===== src/rtl/alm_config_loader_if.sv =====
// Bitstream word stream between the configuration source (ROM or host FIFO) and the ALM loader.
interface alm_config_loader_if #(
    parameter int WORD_W = 8
);
    logic [WORD_W-1:0] data_in;
    logic              data_valid;
    logic              data_ready;

    modport master (output data_in, output data_valid, input data_ready);
    modport slave  (input data_in, input data_valid, output data_ready);
endinterface


===== src/rtl/alm_config_loader.sv =====
// Serial ALM configuration loader: fetches WORD_W-bit words and shifts NUM_ALMS*BITSTREAM_SIZE bits MSB first.
// Define ALM_CFG_READBACK_EN to add the CRC-16-CCITT recirculating readback check.
module alm_config_loader #(
    parameter int BITSTREAM_SIZE = 87,
    parameter int NUM_ALMS       = 1,
    parameter int WORD_W         = 8,
    parameter int TIMEOUT        = 1024
) (
    input  logic               clk,
    input  logic               clear_sync_n,
    input  logic               start,
    input  logic               abort,
    alm_config_loader_if.slave bs,
    output logic               config_in,
    output logic               config_en,
    input  logic               config_out,
    output logic               busy,
    output logic               done,
    output logic               error
);
    localparam int TOTAL  = NUM_ALMS * BITSTREAM_SIZE;
    localparam int CNT_W  = $clog2(TOTAL + 1);
    localparam int WL_W   = (WORD_W > 1) ? $clog2(WORD_W) : 1;
    localparam int WAIT_W = (TIMEOUT > 1) ? $clog2(TIMEOUT) : 1;
    localparam logic [CNT_W-1:0]  LAST_BIT  = CNT_W'(TOTAL);
    localparam logic [WAIT_W-1:0] WAIT_LAST = WAIT_W'(TIMEOUT - 1);

    localparam logic [2:0] ST_IDLE   = 3'd0;
    localparam logic [2:0] ST_FETCH  = 3'd1;
    localparam logic [2:0] ST_SHIFT  = 3'd2;
`ifdef ALM_CFG_READBACK_EN
    localparam logic [2:0] ST_VERIFY = 3'd3;
`endif
    localparam logic [2:0] ST_DONE   = 3'd4;

    logic [2:0]        state_r;
    logic [2:0]        state_nx_s;
    logic [WORD_W-1:0] word_r;
    logic [CNT_W-1:0]  bit_cnt_r;
    logic [WL_W-1:0]   word_left_r;
    logic [WAIT_W-1:0] wait_cnt_r;
    logic              config_in_r;
    logic              config_en_r;
    logic              data_ready_r;
    logic              busy_r;
    logic              done_r;
    logic              error_r;
    logic              hs_s;
    logic              last_bit_s;
    logic              word_end_s;
    logic              tmo_hit_s;
    logic              err_set_s;

    assign hs_s       = (state_r == ST_FETCH) && bs.data_valid && data_ready_r;
    assign last_bit_s = (bit_cnt_r == LAST_BIT);
    assign word_end_s = (word_left_r == {WL_W{1'b0}});
    assign tmo_hit_s  = (TIMEOUT != 32'sd0) && (wait_cnt_r == WAIT_LAST);

`ifdef ALM_CFG_READBACK_EN
    logic [15:0] crc_shift_r;
    logic [15:0] crc_vfy_r;
    logic [15:0] crc_vfy_nx_s;
    logic        crc_ok_s;

    function automatic logic [15:0] crc16_step(input logic [15:0] crc, input logic din);
        logic fb;
        fb = crc[15] ^ din;
        return {crc[14:0], 1'b0} ^ (fb ? 16'h1021 : 16'h0000);
    endfunction

    assign crc_vfy_nx_s = crc16_step(crc_vfy_r, config_out);
    assign crc_ok_s     = (crc_vfy_nx_s == crc_shift_r);
    // During readback the chain output is fed straight back so its contents survive.
    assign config_in    = (state_r == ST_VERIFY) ? config_out : config_in_r;
`else
    logic unused_config_out_s;
    assign unused_config_out_s = config_out;
    assign config_in           = config_in_r;
`endif

    assign config_en     = config_en_r;
    assign bs.data_ready = data_ready_r;
    assign busy          = busy_r;
    assign done          = done_r;
    assign error         = error_r;

    // Next-state decode; abort overrides everything except a start from IDLE.
    always_comb begin
        state_nx_s = state_r;
        err_set_s  = 1'b0;
        case (state_r)
            ST_IDLE: begin
                if (start) state_nx_s = ST_FETCH;
                else       state_nx_s = ST_IDLE;
            end
            ST_FETCH: begin
                if (abort)          state_nx_s = ST_IDLE;
                else if (hs_s)      state_nx_s = ST_SHIFT;
                else if (tmo_hit_s) begin
                    state_nx_s = ST_IDLE;
                    err_set_s  = 1'b1;
                end
                else                state_nx_s = ST_FETCH;
            end
            ST_SHIFT: begin
                if (abort)           state_nx_s = ST_IDLE;
`ifdef ALM_CFG_READBACK_EN
                else if (last_bit_s) state_nx_s = ST_VERIFY;
`else
                else if (last_bit_s) state_nx_s = ST_DONE;
`endif
                else if (word_end_s) state_nx_s = ST_FETCH;
                else                 state_nx_s = ST_SHIFT;
            end
`ifdef ALM_CFG_READBACK_EN
            ST_VERIFY: begin
                if (abort)           state_nx_s = ST_IDLE;
                else if (last_bit_s) begin
                    if (crc_ok_s) state_nx_s = ST_DONE;
                    else begin
                        state_nx_s = ST_IDLE;
                        err_set_s  = 1'b1;
                    end
                end
                else                 state_nx_s = ST_VERIFY;
            end
`endif
            ST_DONE: state_nx_s = ST_IDLE;
            default: state_nx_s = ST_IDLE;
        endcase
    end

    // State and status outputs, registered from the next state.
    always_ff @(posedge clk) begin
        if (!clear_sync_n) begin
            state_r      <= ST_IDLE;
            busy_r       <= 1'b0;
            done_r       <= 1'b0;
            data_ready_r <= 1'b0;
            config_en_r  <= 1'b0;
            error_r      <= 1'b0;
        end else begin
            state_r      <= state_nx_s;
            busy_r       <= (state_nx_s != ST_IDLE);
            done_r       <= (state_nx_s == ST_DONE);
            data_ready_r <= (state_nx_s == ST_FETCH);
`ifdef ALM_CFG_READBACK_EN
            config_en_r  <= (state_nx_s == ST_SHIFT) || (state_nx_s == ST_VERIFY);
`else
            config_en_r  <= (state_nx_s == ST_SHIFT);
`endif
            if ((state_r == ST_IDLE) && start) error_r <= 1'b0;
            else if (err_set_s)                error_r <= 1'b1;
            else                               error_r <= error_r;
        end
    end

    // Word shifter and bit/word/wait counters; the bit count also times the readback pass.
    always_ff @(posedge clk) begin
        if (!clear_sync_n) begin
            word_r      <= {WORD_W{1'b0}};
            bit_cnt_r   <= {CNT_W{1'b0}};
            word_left_r <= {WL_W{1'b0}};
            wait_cnt_r  <= {WAIT_W{1'b0}};
            config_in_r <= 1'b0;
        end else begin
            case (state_r)
                ST_FETCH: begin
                    if (hs_s) begin
                        word_r      <= {bs.data_in[WORD_W-2:0], 1'b0};
                        config_in_r <= bs.data_in[WORD_W-1];
                        bit_cnt_r   <= bit_cnt_r + CNT_W'(1);
                        word_left_r <= WL_W'(WORD_W - 1);
                        wait_cnt_r  <= {WAIT_W{1'b0}};
                    end else begin
                        wait_cnt_r  <= wait_cnt_r + WAIT_W'(1);
                        config_in_r <= 1'b0;
                    end
                end
                ST_SHIFT: begin
                    wait_cnt_r <= {WAIT_W{1'b0}};
                    if (!last_bit_s && !word_end_s) begin
                        config_in_r <= word_r[WORD_W-1];
                        word_r      <= {word_r[WORD_W-2:0], 1'b0};
                        bit_cnt_r   <= bit_cnt_r + CNT_W'(1);
                        word_left_r <= word_left_r - WL_W'(1);
                    end else begin
                        config_in_r <= 1'b0;
                        // Restart the count so it can time the readback pass.
                        if (last_bit_s) bit_cnt_r <= CNT_W'(1);
                        else            bit_cnt_r <= bit_cnt_r;
                    end
                end
`ifdef ALM_CFG_READBACK_EN
                ST_VERIFY: bit_cnt_r <= bit_cnt_r + CNT_W'(1);
`endif
                default: begin
                    word_r      <= {WORD_W{1'b0}};
                    bit_cnt_r   <= {CNT_W{1'b0}};
                    word_left_r <= {WL_W{1'b0}};
                    wait_cnt_r  <= {WAIT_W{1'b0}};
                    config_in_r <= 1'b0;
                end
            endcase
        end
    end

`ifdef ALM_CFG_READBACK_EN
    // CRC over the bits shifted in and over the bits seen coming back out of the chain.
    always_ff @(posedge clk) begin
        if (!clear_sync_n) begin
            crc_shift_r <= 16'hFFFF;
            crc_vfy_r   <= 16'hFFFF;
        end else begin
            case (state_r)
                ST_IDLE: begin
                    crc_shift_r <= 16'hFFFF;
                    crc_vfy_r   <= 16'hFFFF;
                end
                ST_SHIFT:  crc_shift_r <= crc16_step(crc_shift_r, config_in_r);
                ST_VERIFY: crc_vfy_r   <= crc_vfy_nx_s;
                default: begin
                    crc_shift_r <= crc_shift_r;
                    crc_vfy_r   <= crc_vfy_r;
                end
            endcase
        end
    end
`endif
endmodule


===== src/flat_wrapper.sv =====
// flat-port wrapper written by rule: the top's interface ports become plain ports
module alm_config_loader_flat 
#(
    parameter int BITSTREAM_SIZE = 87,
    parameter int NUM_ALMS       = 1,
    parameter int WORD_W         = 8,
    parameter int TIMEOUT        = 1024
)
  (clk, clear_sync_n, start, abort, config_in, config_en, config_out, busy, done, error, bs_data_in, bs_data_valid, bs_data_ready);
  alm_config_loader_if #(.WORD_W(WORD_W)) bs_i ();
  input  logic clk;
  input  logic clear_sync_n;
  input  logic start;
  input  logic abort;
  output logic config_in;
  output logic config_en;
  input  logic config_out;
  output logic busy;
  output logic done;
  output logic error;
  input wire logic [$bits(bs_i.data_in)-1:0] bs_data_in;
  input wire logic [$bits(bs_i.data_valid)-1:0] bs_data_valid;
  output wire logic [$bits(bs_i.data_ready)-1:0] bs_data_ready;
  assign bs_i.data_in = bs_data_in;
  assign bs_i.data_valid = bs_data_valid;
  assign bs_data_ready = bs_i.data_ready;
  alm_config_loader #(.BITSTREAM_SIZE(BITSTREAM_SIZE), .NUM_ALMS(NUM_ALMS), .WORD_W(WORD_W), .TIMEOUT(TIMEOUT)) u_core (.clk(clk), .clear_sync_n(clear_sync_n), .start(start), .abort(abort), .bs(bs_i), .config_in(config_in), .config_en(config_en), .config_out(config_out), .busy(busy), .done(done), .error(error));
endmodule

===== config.mk =====
export PLATFORM = sky130hd
export DESIGN_NAME = alm_config_loader_flat
export DESIGN_NICKNAME = d
export VERILOG_FILES = /design/src/rtl/alm_config_loader_if.sv /design/src/rtl/alm_config_loader.sv /design/src/flat_wrapper.sv
export SDC_FILE = /design/constraint.sdc
export NUM_CORES = 1
export LEC_CHECK = 0
export CAP_MARGIN = 40
export CORE_MARGIN = 5
export CORE_UTILIZATION = 50
export DETAILED_ROUTE_END_ITERATION = 8
export PLACE_DENSITY = 0.81
export SLEW_MARGIN = 30
export SYNTH_ARGS = -nofsm -noshare
export SYNTH_HDL_FRONTEND = slang
export SYNTH_SLANG_ARGS = --single-unit

===== constraint.sdc =====
create_clock -name clk -period 2.2 [get_ports clk]
set_input_delay 0.22 -clock clk [delete_from_list [all_inputs] [get_ports clk]]
set_output_delay 0.22 -clock clk [all_outputs]
set_load 0.01 [all_outputs]

==> impl_metrics.ini <==
[setup_path]
flop2flop_setup_slack_ns = 0.34
critical_path.reg2reg.endpoint = u_core.word_r[4]
worst-endpoint-arrival_ns = 2.13
timing.critical_path.to = u_core.word_r[4]
cp_data_required_time_ns = 2.47
setup.worst_path.start = u_core.state_r[0]
crit_path_max_fo = 8
timing.rr.start = u_core.state_r[0]
setup.worst_path.class = reg -> reg
critical_path_end_type = flop
reg2reg_depth = 4
start_kind = flop

[floorplan]
die_w_microns = 69.23
top_level_ports = 20
die_h_microns = 69.23
die_area_sq_um = 4793
effective_utilization_at_floorplan = 0.5216
rows = 21
core_area_sq_um = 3363

[clocking]
clock_insertion_delay_worst_skew_ns = 0.34
clk_pin_slew_worst_paths_ns = 0.10
cts-htree-levels = 2
tritoncts = built
post-cts-setup-buffers = 0
number_of_clock_buffers_inserted_by_tritoncts = 5
cts_hold_repair.buffers = 0
clock_tree.root_cell = clkbuf_4
cts_max_path_buffers = 2
clock_sink_count = 36
cts-resized-gates = 0

[timing]
final_report_setup_violation_count = 0
grt_setup_unrepaired = false
worst_slew_pin_slew_ns = 0.5628
final.hold.worst_slack_ns = 0.4523
post-route-worst-setup-slack_ns = 0.3450
layout_min_cycle_time_ns = 1.855
finalSetupTns_ns = 0
final-max-slew-violation-count = 0
hold_viol = 0
finalClockSkew_ns = 0.01181
slew-limit-headroom = 0.6208
min_period_over_period = 0.8432
max_clock_freq_mhz = 539.1

[global_route]
grt_pass1_vias = 1450
grt_overflow = 0
globalRouteTotalUtil = 0.1632
wire_length_of_the_first_global_routing_pass_mm = 6.423
grt_antenna_before_repair = 0
grt_max_degree = 20

[synth]
yosys_register_bits = 36
number_of_flops_mapped_to_enable_cells_by_yosys = 0
yosys.area_share.xor_xnor = 0.03994
post_synth_mux_area_share = 0.03424
synth.lib_cells_used.distinct = 45
synth.net_count = 218
async_set_or_reset_register_ratio_after_synthesis = 0
yosysWarningCount = 0
synth_top_family_by_area = simple AND/OR/NAND/NOR gates
synth.avg_cell_area_sq_um = 8.771
ys_dominant_reg_cell = dfxtp_1
post_synth_instance_area_sq_um = 1754
seq_area_frac_synth = 0.4108
synthAdderAreaFrac = 0.02853
synth_compound_gate_area_share = 0.2104
synth_instances = 200
yosys.area_share.simple = 0.2382

[power]
pwrdens_nw_per_um2 = 606.3
power_leakage_nw = 0.7502
vdd.ir_drop.worst_mv = 0.4154

[final_layout]
layout.cell_area.non_filler_sq_um = 2073
share_of_final_layout_standard_cells_stronger_than_drive_strength_1 = 0.08929
layout.cells.most_common = dfxtp_1
layout.nets = 241
insertedDiodeCount = 0
area_growth_syn_to_layout_pct = 18.19
layout_common_cells = dfxtp_1, nand2_1, nor2_1

[placement]
placement.setup.worst_slack_ns = 0.3726
post_dp_cell_area_sq_um = 1997
dpl_wire_length_mm = 2.687
port-buffer-count = 18
routabilityCongestion = 0.9251

[drt]
viasPerCell = 5.678
post_drt_wl_per_cell_microns = 13.41
drt_first_iter_violations = 57
drt-pass1-iter-count = 4
routed-via-count = 1533
drc_errors = 0
drtAntennaViolNets = 0
finalWirelength_mm = 3.620

[run_status]
run_status = finished, final reports clean

[worst_hold_path]
hp-class = in -> reg

[run]
cap_viol_max_count = 0
==> cell usage after synthesis, types with 3 or more instances <==
cell type  number  area share
and3_1          3       0.011
a21oi_1         6       0.017
clkbuf_1        4      0.0086
nor2b_1         3       0.011
mux2i_1         6       0.034
ha_1            4       0.029
o21ai_0         9       0.026
dfxtp_1        36        0.41
a22o_1          6       0.030
o211ai_1        5       0.021
nand3_1        11       0.031
nor2_1         20       0.043
nor3_1          7       0.020
xor2_1          7       0.035
nand2_1        23       0.049
o2111ai_1       6       0.030
and2_1          4       0.014
inv_1           7       0.015
==> power by group <==
group	internal [mW]	switching, mW
registers	0.665	0.00993
clock network	0.238	0.218
logic	0.0583	0.0668
total	0.962	0.295
==> cells by family after synthesis <==
family,after synthesis
flops,36
mux,6
compound gates,48
simple gates,83
buf+inv,15
xor+xnor,8
fa+ha+maj,4
==> critical path, stage by stage, from the launching register on <==
cell and delay [ns]:
dfxtp_1 0.48, or3b_1 0.46, nor2_1 0.28, a21o_1 0.35, mux2i_1 0.22
==> routing by layer <==
metal	wire [microns]	vias to the layer above	GRT usage	part of all wire
met5	0	-	0	0
met4	116	0	0.09328	0.032
li1	-	777	-	-
met3	181	12	0.03913	0.050
met1	1644	707	0.1943	0.45
met2	1678	37	0.2669	0.46
==> through the flow <==
stage	power (mW)	std cells	util
floorplan	0.7635	200	-
global placement	0.8132	262	0.5938
detailed placement	0.8157	262	0.5938
CTS	1.269	270	0.6164
global route	1.317	270	0.6164
finish	1.257	270	0.6164
==> flip-flops by register name (all words and copies together) (netlist names) <==
name                  count
u_core.state_r            3
u_core.bit_cnt_r          7
u_core.config_en          1
u_core.error              1
u_core.done               1
u_core.busy               1
u_core.word_left_r        3
u_core.wait_cnt_r        10
u_core.bs.data_ready      1
u_core.word_r             7
u_core.config_in          1
==> cell type report <==
class | instances | area, sq um
inverter | 7 | 26.28
multi-input combinational | 149 | 967.2
clock buffer | 6 | 41.29
sequential | 36 | 720.7
timing repair buffer | 24 | 225.2
tap | 46 | 57.56
fill | 315 | 1290
clock inverter | 2 | 35.03
==> worst min-delay path by stage <==
stage                         startpoint              endpoint  slack [ns]  cells past startpoint
detailed placement  u_core.wait_cnt_r[0]  u_core.wait_cnt_r[0]        0.45                      1
global placement    u_core.wait_cnt_r[0]  u_core.wait_cnt_r[0]        0.45                      1
CTS                        bs_data_in[0]      u_core.word_r[1]        0.45                      3
global route               bs_data_in[0]      u_core.word_r[1]        0.46                      3
floorplan                          abort      u_core.config_en        0.30                      1
finish                     bs_data_in[0]      u_core.word_r[1]        0.45                      3
Power figures use the tool's default switching activity.
